[src/rtl/kyber_bram_packer.sv]
// Packs 32-bit input beats into 128-bit words and writes them to consecutive
// BRAM addresses starting at base_addr. All outputs come straight from flops.
module kyber_bram_packer #(
  parameter int ADDR_W = 8
) (
  input  logic              reg_clk,
  input  logic              reg_rst,
  input  logic              start,
  input  logic              abort,
  input  logic [ADDR_W-1:0] base_addr,
  input  logic [7:0]        num_words,
  input  logic [31:0]       s_data,
  input  logic              s_valid,
  output logic              s_ready,
  output logic [ADDR_W-1:0] addr_br,
  output logic              en_br,
  output logic [15:0]       we_br,
  output logic [127:0]      wrdata_br,
  output logic              busy,
  output logic              done,
  output logic [7:0]        words_written
);

  typedef enum logic [1:0] {
    ST_IDLE  = 2'd0,
    ST_FILL  = 2'd1,
    ST_WRITE = 2'd2,
    ST_DONE  = 2'd3
  } state_t;

  state_t              state_r,     state_next_s;
  logic [ADDR_W-1:0]   base_r,      base_next_s;
  logic [7:0]          num_r,       num_next_s;
  logic [7:0]          idx_r,       idx_next_s;
  logic [1:0]          lane_r,      lane_next_s;
  logic [95:0]         lanes_r,     lanes_next_s;
  logic [ADDR_W-1:0]   addr_r,      addr_next_s;
  logic [127:0]        wrdata_r,    wrdata_next_s;
  logic [7:0]          ww_r,        ww_next_s;
  logic                s_ready_r,   s_ready_next_s;
  logic                en_r,        en_next_s;
  logic [15:0]         we_r,        we_next_s;
  logic                busy_r,      busy_next_s;
  logic                done_r,      done_next_s;
  logic [ADDR_W-1:0]   addr_sum_s;

  // Address arithmetic wraps naturally at the ADDR_W boundary.
  assign addr_sum_s = base_r + ADDR_W'(idx_r);

  // State, job, datapath and output registers with synchronous reset.
  always_ff @(posedge reg_clk) begin
    if (reg_rst) begin
      state_r   <= ST_IDLE;
      base_r    <= '0;
      num_r     <= 8'd0;
      idx_r     <= 8'd0;
      lane_r    <= 2'd0;
      lanes_r   <= 96'd0;
      addr_r    <= '0;
      wrdata_r  <= 128'd0;
      ww_r      <= 8'd0;
      s_ready_r <= 1'b0;
      en_r      <= 1'b0;
      we_r      <= 16'd0;
      busy_r    <= 1'b0;
      done_r    <= 1'b0;
    end else begin
      state_r   <= state_next_s;
      base_r    <= base_next_s;
      num_r     <= num_next_s;
      idx_r     <= idx_next_s;
      lane_r    <= lane_next_s;
      lanes_r   <= lanes_next_s;
      addr_r    <= addr_next_s;
      wrdata_r  <= wrdata_next_s;
      ww_r      <= ww_next_s;
      s_ready_r <= s_ready_next_s;
      en_r      <= en_next_s;
      we_r      <= we_next_s;
      busy_r    <= busy_next_s;
      done_r    <= done_next_s;
    end
  end

  // Next-state, lane packing and next output values.
  always_comb begin
    state_next_s  = state_r;
    base_next_s   = base_r;
    num_next_s    = num_r;
    idx_next_s    = idx_r;
    lane_next_s   = lane_r;
    lanes_next_s  = lanes_r;
    addr_next_s   = addr_r;
    wrdata_next_s = wrdata_r;
    ww_next_s     = ww_r;

    case (state_r)
      ST_IDLE: begin
        if (start) begin
          base_next_s  = base_addr;
          num_next_s   = num_words;
          idx_next_s   = 8'd0;
          lane_next_s  = 2'd0;
          lanes_next_s = 96'd0;
          ww_next_s    = 8'd0;
          if (num_words != 8'd0) begin
            state_next_s = ST_FILL;
          end else begin
            state_next_s = ST_DONE;
          end
        end else begin
          state_next_s = ST_IDLE;
        end
      end

      ST_FILL: begin
        if (abort) begin
          state_next_s = ST_IDLE;
          lane_next_s  = 2'd0;
          lanes_next_s = 96'd0;
        end else if (s_valid) begin
          if (lane_r == 2'd3) begin
            // Fourth beat: the word goes out on the very next cycle.
            state_next_s  = ST_WRITE;
            lane_next_s   = 2'd0;
            wrdata_next_s = {s_data, lanes_r};
            addr_next_s   = addr_sum_s;
            ww_next_s     = ww_r + 8'd1;
          end else begin
            lane_next_s = lane_r + 2'd1;
            case (lane_r)
              2'd0:    lanes_next_s[31:0]  = s_data;
              2'd1:    lanes_next_s[63:32] = s_data;
              2'd2:    lanes_next_s[95:64] = s_data;
              default: lanes_next_s        = lanes_r;
            endcase
          end
        end else begin
          state_next_s = ST_FILL;
        end
      end

      ST_WRITE: begin
        if (abort) begin
          state_next_s = ST_IDLE;
          lane_next_s  = 2'd0;
          lanes_next_s = 96'd0;
        end else if (idx_r == num_r - 8'd1) begin
          state_next_s = ST_DONE;
        end else begin
          state_next_s = ST_FILL;
          idx_next_s   = idx_r + 8'd1;
          lane_next_s  = 2'd0;
        end
      end

      ST_DONE: begin
        state_next_s = ST_IDLE;
      end

      default: begin
        state_next_s = ST_IDLE;
      end
    endcase

    s_ready_next_s = (state_next_s == ST_FILL);
    en_next_s      = (state_next_s == ST_WRITE);
    we_next_s      = (state_next_s == ST_WRITE) ? 16'hFFFF : 16'h0000;
    busy_next_s    = (state_next_s != ST_IDLE);
    done_next_s    = (state_next_s == ST_DONE);
  end

  assign s_ready       = s_ready_r;
  assign addr_br       = addr_r;
  assign en_br         = en_r;
  assign we_br         = we_r;
  assign wrdata_br     = wrdata_r;
  assign busy          = busy_r;
  assign done          = done_r;
  assign words_written = ww_r;

endmodule

[config.mk]
export PLATFORM = sky130hd
export DESIGN_NAME = kyber_bram_packer
export DESIGN_NICKNAME = d
export VERILOG_FILES = /design/src/rtl/kyber_bram_packer.sv
export SDC_FILE = /design/constraint.sdc
export NUM_CORES = 1
export LEC_CHECK = 0
export ABC_AREA = 1
export CELL_PAD_IN_SITES_DETAIL_PLACEMENT = 0
export CELL_PAD_IN_SITES_GLOBAL_PLACEMENT = 1
export CORE_AREA = 2 2 250 129
export DETAILED_ROUTE_END_ITERATION = 8
export DIE_AREA = 0 0 252 131
export PLACE_DENSITY = 0.78
export SLEW_MARGIN = 20
export SYNTH_ARGS = -nofsm -noshare
export SYNTH_HDL_FRONTEND = slang
export SYNTH_SLANG_ARGS = --single-unit
[constraint.sdc]
create_clock -name reg_clk -period 2.3 [get_ports reg_clk]
set_input_delay 0.575 -clock reg_clk [delete_from_list [all_inputs] [get_ports reg_clk]]
set_output_delay 0.575 -clock reg_clk [all_outputs]
set_load 0.01 [all_outputs]
==> summary.md <==
| Metric | Value |
|---|---|
| Status | completed |
| Worst Path Buf+Inv | 1 |
| Largest area contributor in the netlist | dfxtp_1 |
| CTS tree | yes |
| GPL Wtd Cong | 0.8590 |
| Post-Syn Area | 10610 um^2 |
| Most frequent cells in the layout | nor2_1 (344), dfxtp_1 (271), o21ai_0 (246) |
| Mapped Nets | 1430 |
| CP startpoint kind | flip-flop |
| Min cycle time layout | 2.211 ns |
| R2r worst-path depth | 15 |
| Tot GR Track Use | 21.07% |
| CP peak stage delay | 0.60 ns |
| Clock sinks | 272 |
| IO Count | 217 |
| Most common cell after layout, fill and taps aside | nor2_1 |
| WL/cell | 17.58 um |
| Vias | 9698 |
| Via-per-instance ratio | 4.854 |
| Drc violations | 0 |
| Detailed Route Iter0 Violations | 897 |
| Dpl ws | -0.09914 ns |
| Hold Slack | 0.4524 ns |
| Rel. slew slack | 66.95% |
| Core Region | 30960 um^2 |
| Port Buffers | 216 |
| Initial antenna violation count | 0 |
| Die height | 131 um |
| Nets@finish | 1638 |
| Gr ovfl total | 0 |
| Layout cells sized above 1 | 8.302% |
| # rows | 46 |
| Largest net degree at the start of global routing | 53 |
| Global-route wire length before repair | 53520 um |
| Synth Flop Type | dfxtp_1 |
| Hold-critical path depth | 1 |
| Final Max Tran Viols | 0 |
| Worst-path clk slew | 0.06 ns |
| Width of the die | 252 um |
| Critical path's slowest cell | clkdlybuf4s50_1 |
| ANT cells | 0 |
| Post-synth EDFFs | 0 |
| Initial Utilization | 34.26% |
| Hold Vio Cnt, Final | 0 |
| CP top delay family | buffers and inverters |
| Crit path required time | 1.73 ns |
| Vias in the first global route | 9143 |
| Clock Skews | 0.02307 ns |
| PnR worst setup slack | 0.08853 ns |
| Finished Core Util | 46.33% |
| Layout area overhead | 35.23% |
| Final wirelength | 35120 um |
| H-tree levels | 1 |
| Worst vdd ir | 532.2 uV |
| Layout filler cell count | 3052 |
| Hold buffers post-CTS | 0 |
| Yosys top cell area share | 51.33% |
| Worst min-delay path class | flip-flop to flip-flop |
| Cell variety after synth | 41 |
| Worst skew pair latency | 0.55 ns |
| YS warnings | 0 |
| Max clock buf depth | 3 |
| Drt first pass iters | 8 |
| #FFs+latches synth | 272 |
| Hpwl dp | 25880 um |
| Final period utilization | 96.15% |
| Worst slew pin tran | 0.4951 ns |
| Crit. End Element | output port |
| Post-Syn Instances | 1362 |
| Post-synthesis sequential area ratio | 51.33% |
| CP Data Arrival Time | 1.64 ns |
| Max-Cap Viols | 0 |
| FMAX | 452.2 MHz |
| Critical-path cell list | clkdlybuf4s50_1 |
| Static Leak | 6.103 nW |
| Crit-path max FO | 17 |
| Synth top area cells | dfxtp_1 (51%), nor2_1 (12%), o21ai_0 (12%), a21oi_1 (6.2%), inv_1 (3.4%) |
| Syn_area_per_cell | 7.788 um^2 |
| Final setup fails | 0 |
| Pwr dens | 735.1 nW/um^2 |
| Die footprint | 33010 um^2 |
| Worst Setup Path Type | flip-flop to output port |
| TritonCTS buffer count | 26 |
| Root buffer selected by CTS | clkbuf_16 |
| Levels on crit path | 1 |
| Total power | 10.54 mW |
| DRT antenna net count | 0 |
| FFs w/ async S/R, synth | 0% |
==> sequential cells by signal, indices dropped and copies added (netlist names) <==
name	flops
base_r	8
lanes_r	96
done	1
num_r	8
s_ready	1
wrdata_br	128
idx_r	8
lane_r	2
busy	1
state_r	2
words_written	8
addr_br	8
we_br	1
==> timing repair <==
item / in CTS / in global routing
pin swaps: 0 / 1
buffers inserted: 0 / 3
resized for setup: 1 / 2
endpoints found under the setup margin: 17 / 8
==> kinds of logic after synthesis <==
group	count (synthesis)	synth area share, %
buffers and inverters	202	8.823
xor gates and xnor gates	13	1.073
DFF	272	51.33
and+or+nand+nor	468	18.19
AOI/OAI and AO/OA	392	18.74
adders and majority gates	15	1.840
==> Yosys cell counts (2+ instances only) <==
cell      count
nand3_2       2
nand2_1      68
inv_2         6
nor2_1      345
buf_2        25
buf_6         8
nand3b_1      3
dfxtp_1     272
clkbuf_1     42
nand2_2       2
nor4_1        3
a21oi_1     132
o21ai_1       8
nor3_1        4
nand2_4       2
nand3_1      24
o21ai_0     246
nor2_2        3
nand4_1       2
nor3b_1       2
buf_4        22
xor2_1        9
xnor2_1       4
nor2_4        3
inv_1        96
ha_1         14
==> worst paths after layout <==
path / from / endpoint / slack [ns]
setup / recovery: we_br[14]$_SDFF_PP0_ / we_br[4] / 0.09
hold / removal: words_written[7]$_SDFFE_PP0P_ / words_written[7]$_SDFFE_PP0P_ / 0.45
setup reg to reg: num_r[0]$_SDFFE_PP0P_ / idx_r[1]$_SDFFE_PP0P_ / 0.17
hold reg to reg: words_written[7]$_SDFFE_PP0P_ / words_written[7]$_SDFFE_PP0P_ / 0.45
==> per-stage QoR <==
step / cells / cell area (um^2) / setup TNS (ns)
global route: 1998 / 14350 / -0.02245
detailed placement: 1947 / 13390 / -1.636
finish: 1998 / 14350 / 0
global placement: 1947 / 13390 / -0.9210
floorplan: 1362 / 10610 / 0
CTS: 1995 / 14310 / 0
==> area by class of cell <==
class	count	area, um^2	share of cell area [%]
sequential	272	5446	37.97
inverter	103	395.4	2.756
clock inverter	8	157.7	1.099
multi-input combinational	888	4237	29.53
clock buffer	40	763.2	5.321
tap	408	510.5	3.559
timing repair buffer	279	2835	19.76
==> report_power, final <==
part | internal [mW] | switching [mW] | total [mW]
clock network | 2.74 | 1.88 | 4.62
registers | 4.89 | 0.100 | 4.99
logic | 0.361 | 0.569 | 0.930
==> per-layer routing <==
metal / track usage, % / wire length (um) / vias to the layer above / part of all wire [%]
li1: - / - / 4836 / -
met1: 32.70 / 18420 / 4534 / 52
met5: 0 / 0 / - / 0
met3: 4.933 / 2546 / 25 / 7.3
met2: 29.53 / 13670 / 303 / 39
met4: 3.446 / 480 / 0 / 1.4
No activity file was read; power rests on OpenSTA's default activity.
